**config.mk**
```make
export PLATFORM = sky130hd
export DESIGN_NAME = fifo_burst_reader
export DESIGN_NICKNAME = d
export VERILOG_FILES = /design/src/rtl/fifo_burst_reader.sv
export SDC_FILE = /design/constraint.sdc
export NUM_CORES = 1
export LEC_CHECK = 0
export ABC_AREA = 1
export CORE_MARGIN = 2
export CORE_UTILIZATION = 60
export CTS_CLUSTER_SIZE = 40
export DETAILED_ROUTE_END_ITERATION = 10
export GPL_TIMING_DRIVEN = 1
export PLACE_DENSITY = 0.89
export SLEW_MARGIN = 20
export SYNTH_ARGS = -nofsm -noshare
export SYNTH_HDL_FRONTEND = slang
export SYNTH_SLANG_ARGS = --single-unit
```
**constraint.sdc**
```tcl
create_clock -name clk -period 5.6 [get_ports clk]
set_input_delay 1.68 -clock clk [delete_from_list [all_inputs] [get_ports clk]]
set_output_delay 1.68 -clock clk [all_outputs]
set_load 0.005 [all_outputs]
```
**src/rtl/fifo_burst_reader.sv**
```systemverilog
// -----------------------------------------------------------------------------
// fifo_burst_reader
//
// Read-side controller for the synchronous FIFO (registered read port).
// A start command drains exactly burst_len words from the FIFO and presents
// them on a valid/ready stream.  A 3-entry skid buffer absorbs the FIFO's
// one-cycle read latency so the block sustains one word per cycle.
//
// Optional feature macro: FIFO_BURST_READER_LAST_EN
//   When defined, an m_last output flags the final word of each burst, and
//   the skid buffer carries a last tag per entry.
//
// Ports:
//   clk         rising-edge clock
//   rst         asynchronous, active-high reset
//   start       1-cycle burst command, honoured only while idle
//   burst_len   number of words to drain, sampled with start
//   busy        high whenever the controller is not idle
//   done        1-cycle pulse once the whole burst has left the stream port
//   fifo_rden   FIFO read enable (from registered state only)
//   fifo_rdata  FIFO read data, valid the cycle after fifo_rden
//   fifo_empty  FIFO empty flag
//   m_valid     stream word available
//   m_ready     downstream accepts the word
//   m_data      stream data
//   m_last      (optional) final word of the burst
// -----------------------------------------------------------------------------
module fifo_burst_reader #(
   parameter int DATA_WIDTH = 8,
   parameter int LEN_W      = 8
) (
   input  logic                  clk,
   input  logic                  rst,
   input  logic                  start,
   input  logic [LEN_W-1:0]      burst_len,
   output logic                  busy,
   output logic                  done,
   output logic                  fifo_rden,
   input  logic [DATA_WIDTH-1:0] fifo_rdata,
   input  logic                  fifo_empty,
   output logic                  m_valid,
   input  logic                  m_ready,
   output logic [DATA_WIDTH-1:0] m_data
`ifdef FIFO_BURST_READER_LAST_EN
   ,
   output logic                  m_last
`endif
);

   typedef enum logic [1:0] {
      ST_IDLE  = 2'd0,
      ST_RUN   = 2'd1,
      ST_DRAIN = 2'd2,
      ST_DONE  = 2'd3
   } state_t;

   localparam logic [LEN_W-1:0] LEN_ZERO = {LEN_W{1'b0}};
   localparam logic [LEN_W-1:0] LEN_ONE  = {{(LEN_W-1){1'b0}}, 1'b1};

   // Advance a skid-buffer pointer, wrapping 2 -> 0.
   function automatic logic [1:0] next_ptr(input logic [1:0] p);
      logic [1:0] n;
      if (p == 2'd2) begin
         n = 2'd0;
      end else begin
         n = p + 2'd1;
      end
      return n;
   endfunction

   state_t                  state_r;
   state_t                  state_nxt_s;
   logic [LEN_W-1:0]        len_r;
   logic [LEN_W-1:0]        issued_r;
   logic [LEN_W-1:0]        sent_r;
   logic                    inflight_r;
   logic [1:0]              occ_r;
   logic [1:0]              wr_ptr_r;
   logic [1:0]              rd_ptr_r;
   logic [DATA_WIDTH-1:0]   mem_r [3];
   logic                    fifo_rden_s;
   logic                    push_s;
   logic                    pop_s;
   logic                    accept_start_s;
   logic [LEN_W-1:0]        issued_inc_s;
   logic [2:0]              outstanding_s;
`ifdef FIFO_BURST_READER_LAST_EN
   logic                    last_r [3];
   logic                    last_tag_s;
`endif

   assign issued_inc_s   = issued_r + LEN_ONE;
   // Words held in the buffer plus the one possibly on its way from the FIFO.
   assign outstanding_s  = {1'b0, occ_r} + {2'b00, inflight_r};
   assign push_s         = inflight_r;
   assign pop_s          = m_valid & m_ready;
   assign accept_start_s = (state_r == ST_IDLE) & start;

   assign busy      = (state_r != ST_IDLE);
   assign done      = (state_r == ST_DONE);
   assign fifo_rden = fifo_rden_s;
   assign m_valid   = (occ_r != 2'd0);
   assign m_data    = mem_r[rd_ptr_r];
`ifdef FIFO_BURST_READER_LAST_EN
   // The stale tag of an already-popped entry must not leak out, so gate it.
   assign m_last     = m_valid & last_r[rd_ptr_r];
   // The word arriving now was read when issued_r was one lower.
   assign last_tag_s = (issued_r == len_r);
`endif

   // Read issue decision: registered state and the FIFO flag only, never m_ready.
   always_comb begin
      fifo_rden_s = 1'b0;
      if ((state_r == ST_RUN) && !fifo_empty && (issued_r < len_r) &&
          (outstanding_s < 3'd3)) begin
         fifo_rden_s = 1'b1;
      end else begin
         fifo_rden_s = 1'b0;
      end
   end

   // Next-state logic of the burst controller.
   always_comb begin
      state_nxt_s = state_r;
      case (state_r)
         ST_IDLE: begin
            if (start) begin
               if (burst_len == LEN_ZERO) begin
                  state_nxt_s = ST_DONE;
               end else begin
                  state_nxt_s = ST_RUN;
               end
            end else begin
               state_nxt_s = ST_IDLE;
            end
         end
         ST_RUN: begin
            // Leave as soon as the final read has issued (or already had).
            if ((issued_r == len_r) || (fifo_rden_s && (issued_inc_s == len_r))) begin
               state_nxt_s = ST_DRAIN;
            end else begin
               state_nxt_s = ST_RUN;
            end
         end
         ST_DRAIN: begin
            if (!inflight_r && (occ_r == 2'd0) && (sent_r == len_r)) begin
               state_nxt_s = ST_DONE;
            end else begin
               state_nxt_s = ST_DRAIN;
            end
         end
         ST_DONE: begin
            state_nxt_s = ST_IDLE;
         end
         default: begin
            state_nxt_s = ST_IDLE;
         end
      endcase
   end

   // State register.
   always_ff @(posedge clk or posedge rst) begin
      if (rst) begin
         state_r <= ST_IDLE;
      end else begin
         state_r <= state_nxt_s;
      end
   end

   // Burst length latch and issued/sent word counters.
   always_ff @(posedge clk or posedge rst) begin
      if (rst) begin
         len_r    <= LEN_ZERO;
         issued_r <= LEN_ZERO;
         sent_r   <= LEN_ZERO;
      end else if (accept_start_s) begin
         len_r    <= burst_len;
         issued_r <= LEN_ZERO;
         sent_r   <= LEN_ZERO;
      end else begin
         if (fifo_rden_s) begin
            issued_r <= issued_inc_s;
         end
         if (pop_s) begin
            sent_r <= sent_r + LEN_ONE;
         end
      end
   end

   // In-flight flag: a read issued this cycle returns data next cycle.
   always_ff @(posedge clk or posedge rst) begin
      if (rst) begin
         inflight_r <= 1'b0;
      end else begin
         inflight_r <= fifo_rden_s;
      end
   end

   // Skid buffer occupancy and circular pointers.
   always_ff @(posedge clk or posedge rst) begin
      if (rst) begin
         occ_r    <= 2'd0;
         wr_ptr_r <= 2'd0;
         rd_ptr_r <= 2'd0;
      end else begin
         case ({push_s, pop_s})
            2'b10:   occ_r <= occ_r + 2'd1;
            2'b01:   occ_r <= occ_r - 2'd1;
            default: occ_r <= occ_r;
         endcase
         if (push_s) begin
            wr_ptr_r <= next_ptr(wr_ptr_r);
         end
         if (pop_s) begin
            rd_ptr_r <= next_ptr(rd_ptr_r);
         end
      end
   end

   // Skid buffer storage: capture the FIFO word the cycle after its read.
   always_ff @(posedge clk or posedge rst) begin
      if (rst) begin
         for (int i = 0; i < 3; i++) begin
            mem_r[i] <= {DATA_WIDTH{1'b0}};
         end
      end else if (push_s) begin
         mem_r[wr_ptr_r] <= fifo_rdata;
      end
   end

`ifdef FIFO_BURST_READER_LAST_EN
   // Last-word tag storage, parallel to the data entries.
   always_ff @(posedge clk or posedge rst) begin
      if (rst) begin
         for (int i = 0; i < 3; i++) begin
            last_r[i] <= 1'b0;
         end
      end else if (push_s) begin
         last_r[wr_ptr_r] <= last_tag_s;
      end
   end
`endif

endmodule

```
## After elaboration in Yosys (flattened, before gate mapping)

Index checks and enable logic that the tools add are counted.

- Bits in registers: 57
- Bits of input ports: 21
- Output and inout port bits: 12
- Logic and storage cells: 74

- $add $sub $neg: 7
- $lt $le $gt $ge: 5
- Equality and inequality tests: 10
- Muxes and demuxes: 19
- Bitwise logic cells: 4
- Reductions and logical operators: 18

Operator list:

| cell | number |
|---|---|
| $mux 8 | 7 |
| $bwmux 24 | 1 |
| $eq 8x8->1 | 3 |
| $add 8x1->8 const B | 2 |
| $bmux 8 s2 | 1 |
| $demux 8 s2 | 1 |
| $eq 2x2->1 const B | 5 |
| $mux 2 | 5 |
| $reduce_bool 2->1 | 5 |
| $logic_not 8->1 | 1 |
| $lt 8x8->1 | 1 |
| $pmux 2 s4 | 1 |
| $logic_and 1x1->1 | 7 |
| $add 2x1->2 const B | 3 |
| $ge 3x3->1 const B | 2 |
| $not 2->3 | 2 |
| $eq 2x1->1 const B | 2 |
| $logic_not 2->1 | 2 |
| $pmux 2 s2 | 1 |
| $add 2x1->3 | 1 |
| $lt 3x1->1 const B | 1 |
| $lt 3x2->1 const B | 1 |
| $and 1x1->1 | 2 |
| $logic_not 1->1 | 2 |
| 3 further kinds | 4 |

## Depth between registers and ports, before layout

Gate-level depths: netlist of run 1.

- Word-level depth: 9
- Gate-level depth with buffers: 14
- Mapped depth without buffers: 14

## Least setup slack after synthesis of run 1

No wires, ideal clock.

- Kind: input-to-output
- Start: in fifo_empty
- End: out fifo_rden
- Data arrival time: 2303 ps
- Data required time: 3920 ps
- Setup slack: 1617 ps
- Cell stages on the path: 5
- Path buffers: 0
- Cell sequence: nor3_1 nand2_1 nor2_1 nand2_1 inv_1

- Cells in the longest elaborated chain, start to end: 5

RTL lines:

| item | RTL line | text |
|---|---|---|
| start: declaration | 40 | `input logic fifo_empty,` |
| $logic_not 1->1 | 114 | `if ((state_r == ST_RUN) && !fifo_empty && (issued_r < len_r) &&` |
| $logic_and 1x1->1 (3 in series) | 114 |  |
| $mux 1 | 114 |  |
| end: declaration | 38 | `output logic fifo_rden,` |

No other way between the ends.

## Worst setup path in the final report of run 1

Ends and elaborated chain as after synthesis.

==> results of run 1 <==
[synthesized netlist by cell type (2+ instances only)]
library cell  number
o22ai_1            7
a21oi_1            8
nand3_2            5
o2111ai_1          2
nand4_1            2
nand3_1           29
xnor2_1            3
inv_1             51
nor3_1             7
dfrtp_1           57
nor2_2             6
ha_1              13
o21ai_0           45
nand2_1          118
nor2_1            23
clkbuf_1           5
inv_2              2
nand2_2            2
[cell type report]
type,instances,area [um2]
tap,67,83.8
fill,357,1170
inverter,55,209
clock buffer,12,155
sequential,57,1430
timing repair buffer,33,328
clock inverter,3,40.0
multi-input combinational,278,1400
[power groups by stage]
stage / clock [mW] / combinational, mW / sequential, mW
4_1_cts: 0.388 / 0.851 / 0.739
6_report: 0.389 / 0.853 / 0.745
2_1_floorplan: 0 / 0.563 / 0.699
3_3_place_gp: 0 / 0.796 / 0.735
3_5_place_dp: 0 / 0.836 / 0.744
5_1_grt: 0.408 / 0.976 / 0.768
[worst max-delay path, cell delays in order]
cell             delay (ps)
clkdlybuf4s50_1         440
nor3_1                  190
nand2_1                  80
nor2_1                  170
nand2_1                 200
inv_1                   210
clkdlybuf4s50_1         530
[metal layers]
layer,routed length (um),track usage,vias to the layer above
met5,0,0,-
met4,260,0.146,0
met3,495,0.0516,35
met2,3610,0.483,145
met1,2840,0.344,1312
li1,-,-,1355
[registers in the layout (all words and copies together), names as in the netlist, 2 cells and up]
register  cells
rd_ptr_r      2
mem_r        24
state_r       2
issued_r      8
sent_r        8
len_r         8
wr_ptr_r      2
occ_r         2
[final timing paths]
kind                       startpoint     endpoint  slack, ps  cells past startpoint
max reg2reg                inflight_r  issued_r[4]       3490                     10
max                        fifo_empty    fifo_rden        410                      7
min reg2reg                 mem_r[20]    mem_r[20]        490                      2
min                         mem_r[20]    mem_r[20]        490                      2
max in group asynchronous         rst    mem_r[10]       3100                      3
min in group asynchronous         rst  issued_r[6]       1710                      2
[cells by family (layout without fill, tap and decap cells)]
group           after synthesis  in the layout
flops                        57             57
simple gates                196            196
fa+ha+maj                    13             13
xor+xnor                      4              4
compound gates               65             65
buf+inv                      60            103
[cells in the final DEF, fill, tap and decap left out, drive strengths merged, types with 2 or more instances in the layout]
master,count
o21ai,46
clkdlybuf4s50,32
nor2,29
nand4,2
dfrtp,57
nand2,121
o2111ai,2
inv,54
ha,13
clkinv,3
xnor2,3
nor3,8
nand3,34
a21oi,8
o22ai,7
clkbuf,12
==> flow_summary.ini, run 1 <==
[synthesis]
synth_top_family_by_area = simple AND/OR/NAND/NOR gates
synth-simple-area-share = 0.280
ys_ff_latch = 57
syn_avg_cell_area_um2 = 7.74
synth_nets = 429
synth-xor-area-share = 0.0115
ys_seq_area_frac = 0.467
synth_edf_count = 0
synth_flop_cell = dfrtp_1
syn-instance-count = 395
synth_top_area_share = 0.467
synth.area.top_cells = dfrtp_1 47%, nand2_1 14%, o21ai_0 7.4%
yosysTopAreaCell = dfrtp_1
synth_fa_ha_area_frac = 0.0532
yosysUniqueCellTypes = 28
synth_compound_area_frac = 0.114
syn-cell-area_mm2 = 0.00306
async_flop_share = 1.00
synth.mux.area_fraction = 0
yosys_warnings = 0

[power_and_ir_drop]
p_seq_frac = 0.375
p_int_mw = 1.17
pwr-share-clk = 0.196
p_comb_frac = 0.429
leakage_nw = 1.78
p_sw_frac = 0.411
power_switching_uw = 816
power.density_mw_per_mm2 = 545
finalPower_mw = 1.99
ir_drop_uv = 298

[finish]
nNetsFinal = 468
area_growth_syn_to_layout_pct = 19.2
antenna_cells = 0
drive_gt1_frac = 0.0799
final_cells = 505
final_area_mm2 = 0.00364
post-route-util = 0.757

[routing]
dr.pass1.iters = 6
ant_nets = 0
routed_wl_um = 7210
drtIter0Drc = 281
vias = 2847
post-route-drc-count = 0
post_drt_wl_per_cell_um = 14.3
routed_via_density = 5.64

[clock_tree]
cts_resized = 0
clk_latency_ps = 340
clockRootBuffer = clkbuf_8
cts_tree = built
cts_hold_repair.buffers = 0
clock-sinks = 57
h-tree-depth = 3
numCtsBuffers = 9
post_cts_buffers = 0
cts_buffer_depth = 2
clkTransAtPathRegs_ps = 60

[run_status]
status = complete, no violations

[critical_path]
crit_arrival_ps = 3510
cp.required_ps = 3920
path_max_fanout = 7
end_kind = output pin
path_class = in2out
critPathLaunchType = primary input

[floorplan]
num_rows = 25
die_h_um = 75.4
core_mm2 = 0.00482
start_util = 0.635
die-area_mm2 = 0.00568
design.portCount = 33
die_w_um = 75.4

[placed_design]
port_buffers = 32
gp_congestion = 0.920
dp_cells = 490
dp_hpwl_um = 5200
dpl_cell_area_mm2 = 0.00345
dpl_worst_slack_ps = 420

[job]
max-cap-violations = 0

[global_route]
grt_max_degree = 31
grt_pass1_vias = 2699
grt_pass1_wl_um = 11900
grt_usage = 0.283
antenna_found_initial = 0
grt_remaining_overflow = 0

[timing]
post-route-period-util = 0.927
skew_ps = 9.49
setup_ws_ps = 408
tns_ps = 0
min_period_ps = 5190
rsz0062_at_grt = no
setup_viol = 0
slew_headroom = 0.541
hold_ws_ps = 486
hold_violations = 0
fmax_mhz = 193
worstMarginPinSlew_ps = 687
report.final.slew_viol_count = 0

[min_path]
hp-class = reg2reg
Note: power is estimated with default switching activity, not from simulation.
==> run 2, diff against run 1 <==
--- a/config.mk
+++ b/config.mk
@@ -5,7 +5,6 @@
 export SDC_FILE = /design/constraint.sdc
 export NUM_CORES = 1
 export LEC_CHECK = 0
-export ABC_AREA = 1
 export CORE_MARGIN = 2
 export CORE_UTILIZATION = 60
 export CTS_CLUSTER_SIZE = 40
==> run 2 against run 1 <==
  * Critical path depth is 1 lower
  * Worst hold slack improved by 9.1 ps
  * Maximum frequency down 0.54%
  * Power down 2.2%
  * Via count fell by 24%
  * Combinational power down 6.1%
  * Cell count decreased by 23%
  * Synthesized cell count shrank 29%
  * First-iteration DRC count decreased by 23%
  * Critical path type unchanged
  * Critical endpoint unchanged
  * Largest cell class is now multi-input combinational cells
  * Highest routed layer unchanged
==> flow_summary.ini, run 2 <==
[run_status]
status = complete, no violations

[synthesis]
yosys_warnings = 0
ys_ff_latch = 57
yosysUniqueCellTypes = 41
syn-instance-count = 280
synth.area.top_cells = dfrtp_1 48%, mux2_2 9.8%, ha_1 5.4%
yosysTopAreaCell = dfrtp_1
synth_flop_cell = dfrtp_1
ys_seq_area_frac = 0.476
synth_commonest_cells = 57 x dfrtp_1, 33 x nand2_1, 26 x mux2_2
synth_edf_count = 0
synth_nets = 314
synth_top_area_share = 0.476
syn_avg_cell_area_um2 = 10.7
syn-cell-area_mm2 = 0.00300
yosysMostFrequentCell = dfrtp_1
async_flop_share = 1.00

[finish]
antenna_cells = 0
drive_gt1_frac = 0.150
final_area_mm2 = 0.00358
largest_register_ffs = 24
nNetsFinal = 350
post-route-util = 0.753
mostFrequentLayoutCells = 57 x dfrtp_1, 33 x nand2_1, 32 x clkdlybuf4s50_1
final_common_cell = dfrtp_1
area_growth_syn_to_layout_pct = 19.4
largest-register = mem_r

[global_route]
grt_pass1_vias = 2155
grt_max_degree = 42
grt_pass1_wl_um = 10000
grt_usage = 0.245
grt_remaining_overflow = 0
antenna_found_initial = 0

[power_and_ir_drop]
ir_drop_uv = 301
leakage_nw = 1.61
power.density_mw_per_mm2 = 543

[min_path]
hp-class = reg2reg

[clock_tree]
cts_resized = 0
h-tree-depth = 3
post_cts_buffers = 0
clockRootBuffer = clkbuf_8
cts_hold_repair.buffers = 0
clock-sinks = 57
cts_tree = built
numCtsBuffers = 9
cts_buffer_depth = 2
clk_latency_ps = 340
clkTransAtPathRegs_ps = 60

[timing]
setup_ws_ps = 380
post-route-period-util = 0.932
min_period_ps = 5220
skew_ps = 3.48
fmax_mhz = 192
worstMarginPinSlew_ps = 865
setup_viol = 0
hold_violations = 0
slew_headroom = 0.424
tns_ps = 0
rsz0062_at_grt = no
report.final.slew_viol_count = 0

[placed_design]
gp_congestion = 0.837
dp_hpwl_um = 4370
dpl_cell_area_mm2 = 0.00337
port_buffers = 32
dpl_worst_slack_ps = 379

[job]
max-cap-violations = 0

[floorplan]
design.portCount = 33
core_mm2 = 0.00475
num_rows = 25
die_w_um = 74.7
die-area_mm2 = 0.00558
die_h_um = 74.7
start_util = 0.630

[critical_path]
critPathLaunchType = primary input
end_kind = output pin
crit_arrival_ps = 3540
cp.required_ps = 3920
path_max_fanout = 10
path_class = in2out

[routing]
routed_via_density = 5.60
vias = 2173
drtIter0Drc = 216
dr.pass1.iters = 4
ant_nets = 0
post-route-drc-count = 0
routed_wl_um = 6060
post_drt_wl_per_cell_um = 15.6
-- run 2: changes by cell type after synthesis, sizes merged, moves of 9 or more --
cell	change
xor2	+16
mux2i	+11
nor2	-15
nand2	-88
mux2	+26
o21ai	-27
xnor2	+9
nand3	-26
inv	-40
-- run 2: cells by family (layout without fill, tap and decap cells) --
group / Yosys count / count (layout) / synth area share
muxes: 37 / 37 / 0.134
adders and majority gates: 13 / 13 / 0.0543
AOI/OAI and AO/OA: 35 / 35 / 0.0722
xor gates and xnor gates: 30 / 30 / 0.0923
DFF: 57 / 57 / 0.476
buffers and inverters: 23 / 64 / 0.0313
and+or+nand+nor: 85 / 85 / 0.139
-- run 2: final timing paths --
check / start / slack [ps] / cells after the start / to
max in group asynchronous: rst / 3150 / 3 / state_r[1]
worst max-delay path: fifo_empty / 380 / 6 / fifo_rden
worst min-delay path: occ_r[1] / 500 / 1 / occ_r[1]
worst min register to register: occ_r[1] / 500 / 1 / occ_r[1]
min in group asynchronous: rst / 1620 / 2 / mem_r[17]
worst max register to register: occ_r[0] / 3040 / 8 / issued_r[4]
-- run 2: critical path, stage by stage --
cell,delay [ps]
clkdlybuf4s50_1,400
nor3_1,220
o211ai_1,130
or2_1,370
inv_2,200
clkdlybuf4s50_1,530
-- run 2: power by group --
group          switching (mW)  internal, mW
Clock                   0.155         0.241
Combinational           0.362         0.439
Sequential              0.161         0.585
-- run 2: routing by layer --
metal | up-vias | global-route usage | wire (um)
met5 | - | 0 | 0
met4 | 0 | 0.107 | 123
met3 | 13 | 0.0763 | 342
met2 | 56 | 0.377 | 2840
met1 | 1061 | 0.324 | 2750
li1 | 1043 | - | -
-- run 2: cell type report --
type	instances	area (um2)
multi-input combinational	200	1480
sequential	57	1430
fill	324	1180
timing repair buffer	33	328
clock buffer	14	173
tap	67	83.8
inverter	15	56.3
clock inverter	2	35.0
-- run 2: metrics by stage --
step           hold slack, ps  power [mW]  instances
2_1_floorplan             462        1.28        280
3_3_place_gp              487        1.51        372
3_5_place_dp              493        1.55        372
4_1_cts                   501        1.95        388
5_1_grt                   524        2.08        388
6_report                  495        1.94        388
==> run 3, diff against run 2 <==
--- a/config.mk
+++ b/config.mk
@@ -10,7 +10,8 @@
 export CTS_CLUSTER_SIZE = 40
 export DETAILED_ROUTE_END_ITERATION = 10
 export GPL_TIMING_DRIVEN = 1
-export PLACE_DENSITY = 0.89
+export PLACE_DENSITY = 0.84
+export SKIP_CTS_REPAIR_TIMING = 1
 export SLEW_MARGIN = 20
 export SYNTH_ARGS = -nofsm -noshare
 export SYNTH_HDL_FRONTEND = slang
==> run 3 against run 2 <==
  * Routed wire length fell by 1.8%
  * Largest power group unchanged
  * First-iteration DRC count fell by 55%
  * Combinational power barely moved
  * Critical path depth did not move
  * Global-route usage rose by 0.11 points
==> flow_summary.ini, run 3 (synthesis results as in run 2) <==
[run_status]
status = complete, no violations

[clock_tree]
cts_buffer_depth = 2
clockRootBuffer = clkbuf_8
clk_latency_ps = 340
clkTransAtPathRegs_ps = 60
h-tree-depth = 3
numCtsBuffers = 9
cts_tree = built
clock-sinks = 57

[timing]
rsz0062_at_grt = no
post-route-period-util = 0.936
worstMarginPinSlew_ps = 930
slew_headroom = 0.380
skew_ps = 5.81
hold_ws_ps = 503
setup_ws_ps = 360
tns_ps = 0
min_period_ps = 5240
report.final.slew_viol_count = 0
hold_violations = 0
fmax_mhz = 191
setup_viol = 0

[placed_design]
dpl_cell_area_mm2 = 0.00337
dpl_worst_slack_ps = 442
gp_congestion = 0.801
port_buffers = 32
dp_hpwl_um = 4300

[global_route]
antenna_found_initial = 0
grt_usage = 0.247
grt_remaining_overflow = 0
grt_pass1_wl_um = 10000
grt_max_degree = 38
grt_pass1_vias = 2149

[floorplan]
start_util = 0.630
die_h_um = 74.7
design.portCount = 33
die_w_um = 74.7
num_rows = 25
die-area_mm2 = 0.00558
core_mm2 = 0.00475

[power_and_ir_drop]
ir_drop_uv = 274
power.density_mw_per_mm2 = 530
leakage_nw = 1.60

[routing]
routed_via_density = 5.59
post_drt_wl_per_cell_um = 15.4
routed_wl_um = 5950
dr.pass1.iters = 4
drtIter0Drc = 98
vias = 2157
ant_nets = 0
post-route-drc-count = 0

[critical_path]
path_class = in2out
end_kind = output pin
path_max_fanout = 10
rrSetupSlack_ps = 3020
critPathLaunchType = primary input
cp.required_ps = 3920
crit_arrival_ps = 3560

[finish]
fill_cells = 353
drive_gt1_frac = 0.150
mostFrequentLayoutCells = 57 x dfrtp_1, 33 x nand2_1, 32 x clkdlybuf4s50_1
nNetsFinal = 350
ff_latch_area_mm2 = 0.00143
area_growth_syn_to_layout_pct = 18.1
largest_register_ffs = 24
final_area_mm2 = 0.00354
largest-register = mem_r
final_common_cell = dfrtp_1
antenna_cells = 0
multi_input_area_mm2 = 0.00148

[job]
max-cap-violations = 0

[min_path]
hp-class = reg2reg
==> run 3: cell count changes in the layout (fill, tap and decap cells not counted), sizes merged <==
cell / change
bufinv: -1
clkinvlp: +1
clkbuf: -3
clkinv: +1
==> run 3: final timing paths <==
kind                               end  cells past startpoint       start
max                          fifo_rden                      6  fifo_empty
min                           mem_r[3]                      1    mem_r[3]
max reg2reg                issued_r[4]                      8    occ_r[0]
min reg2reg                   mem_r[3]                      1    mem_r[3]
max in group asynchronous  issued_r[0]                      3         rst
min in group asynchronous    sent_r[0]                      2         rst
==> run 3: area by class of cell <==
type | count | area share
Multi-Input combinational cell | 200 | 0.417
Sequential cell | 57 | 0.403
Timing Repair Buffer | 33 | 0.0926
Clock buffer | 11 | 0.0428
Tap cell | 67 | 0.0237
Inverter | 15 | 0.0159
Clock inverter | 3 | 0.00495
==> run 3: where the power goes <==
group / switching, mW / leakage (nW) / internal [mW] / total, mW
Sequential: 0.162 / 0.705 / 0.585 / 0.747
Combinational: 0.360 / 0.803 / 0.439 / 0.799
Clock: 0.154 / 0.0871 / 0.178 / 0.332
==> run 3: routing by layer <==
| layer | wire, um | track usage |
|---|---|---|
| met5 | 0 | 0 |
| met4 | 165 | 0.0952 |
| met2 | 2870 | 0.408 |
| met1 | 2610 | 0.307 |
| met3 | 305 | 0.0736 |
==> run 3: critical path: stages <==
cell             delay [ps]
clkdlybuf4s50_1         430
nor3_1                  210
o211ai_1                130
or2_1                   380
inv_2                   200
clkdlybuf4s50_1         530
==> run 3: stage by stage <==
| stage | total power, mW | util | cells |
|---|---|---|---|
| after detailed placement | 1.55 | 0.709 | 372 |
| after floorplan | 1.28 | - | 280 |
| after CTS | 1.89 | 0.744 | 386 |
| after global placement | 1.51 | 0.709 | 372 |
| after global routing | 2.02 | 0.744 | 386 |
| final | 1.88 | 0.744 | 386 |
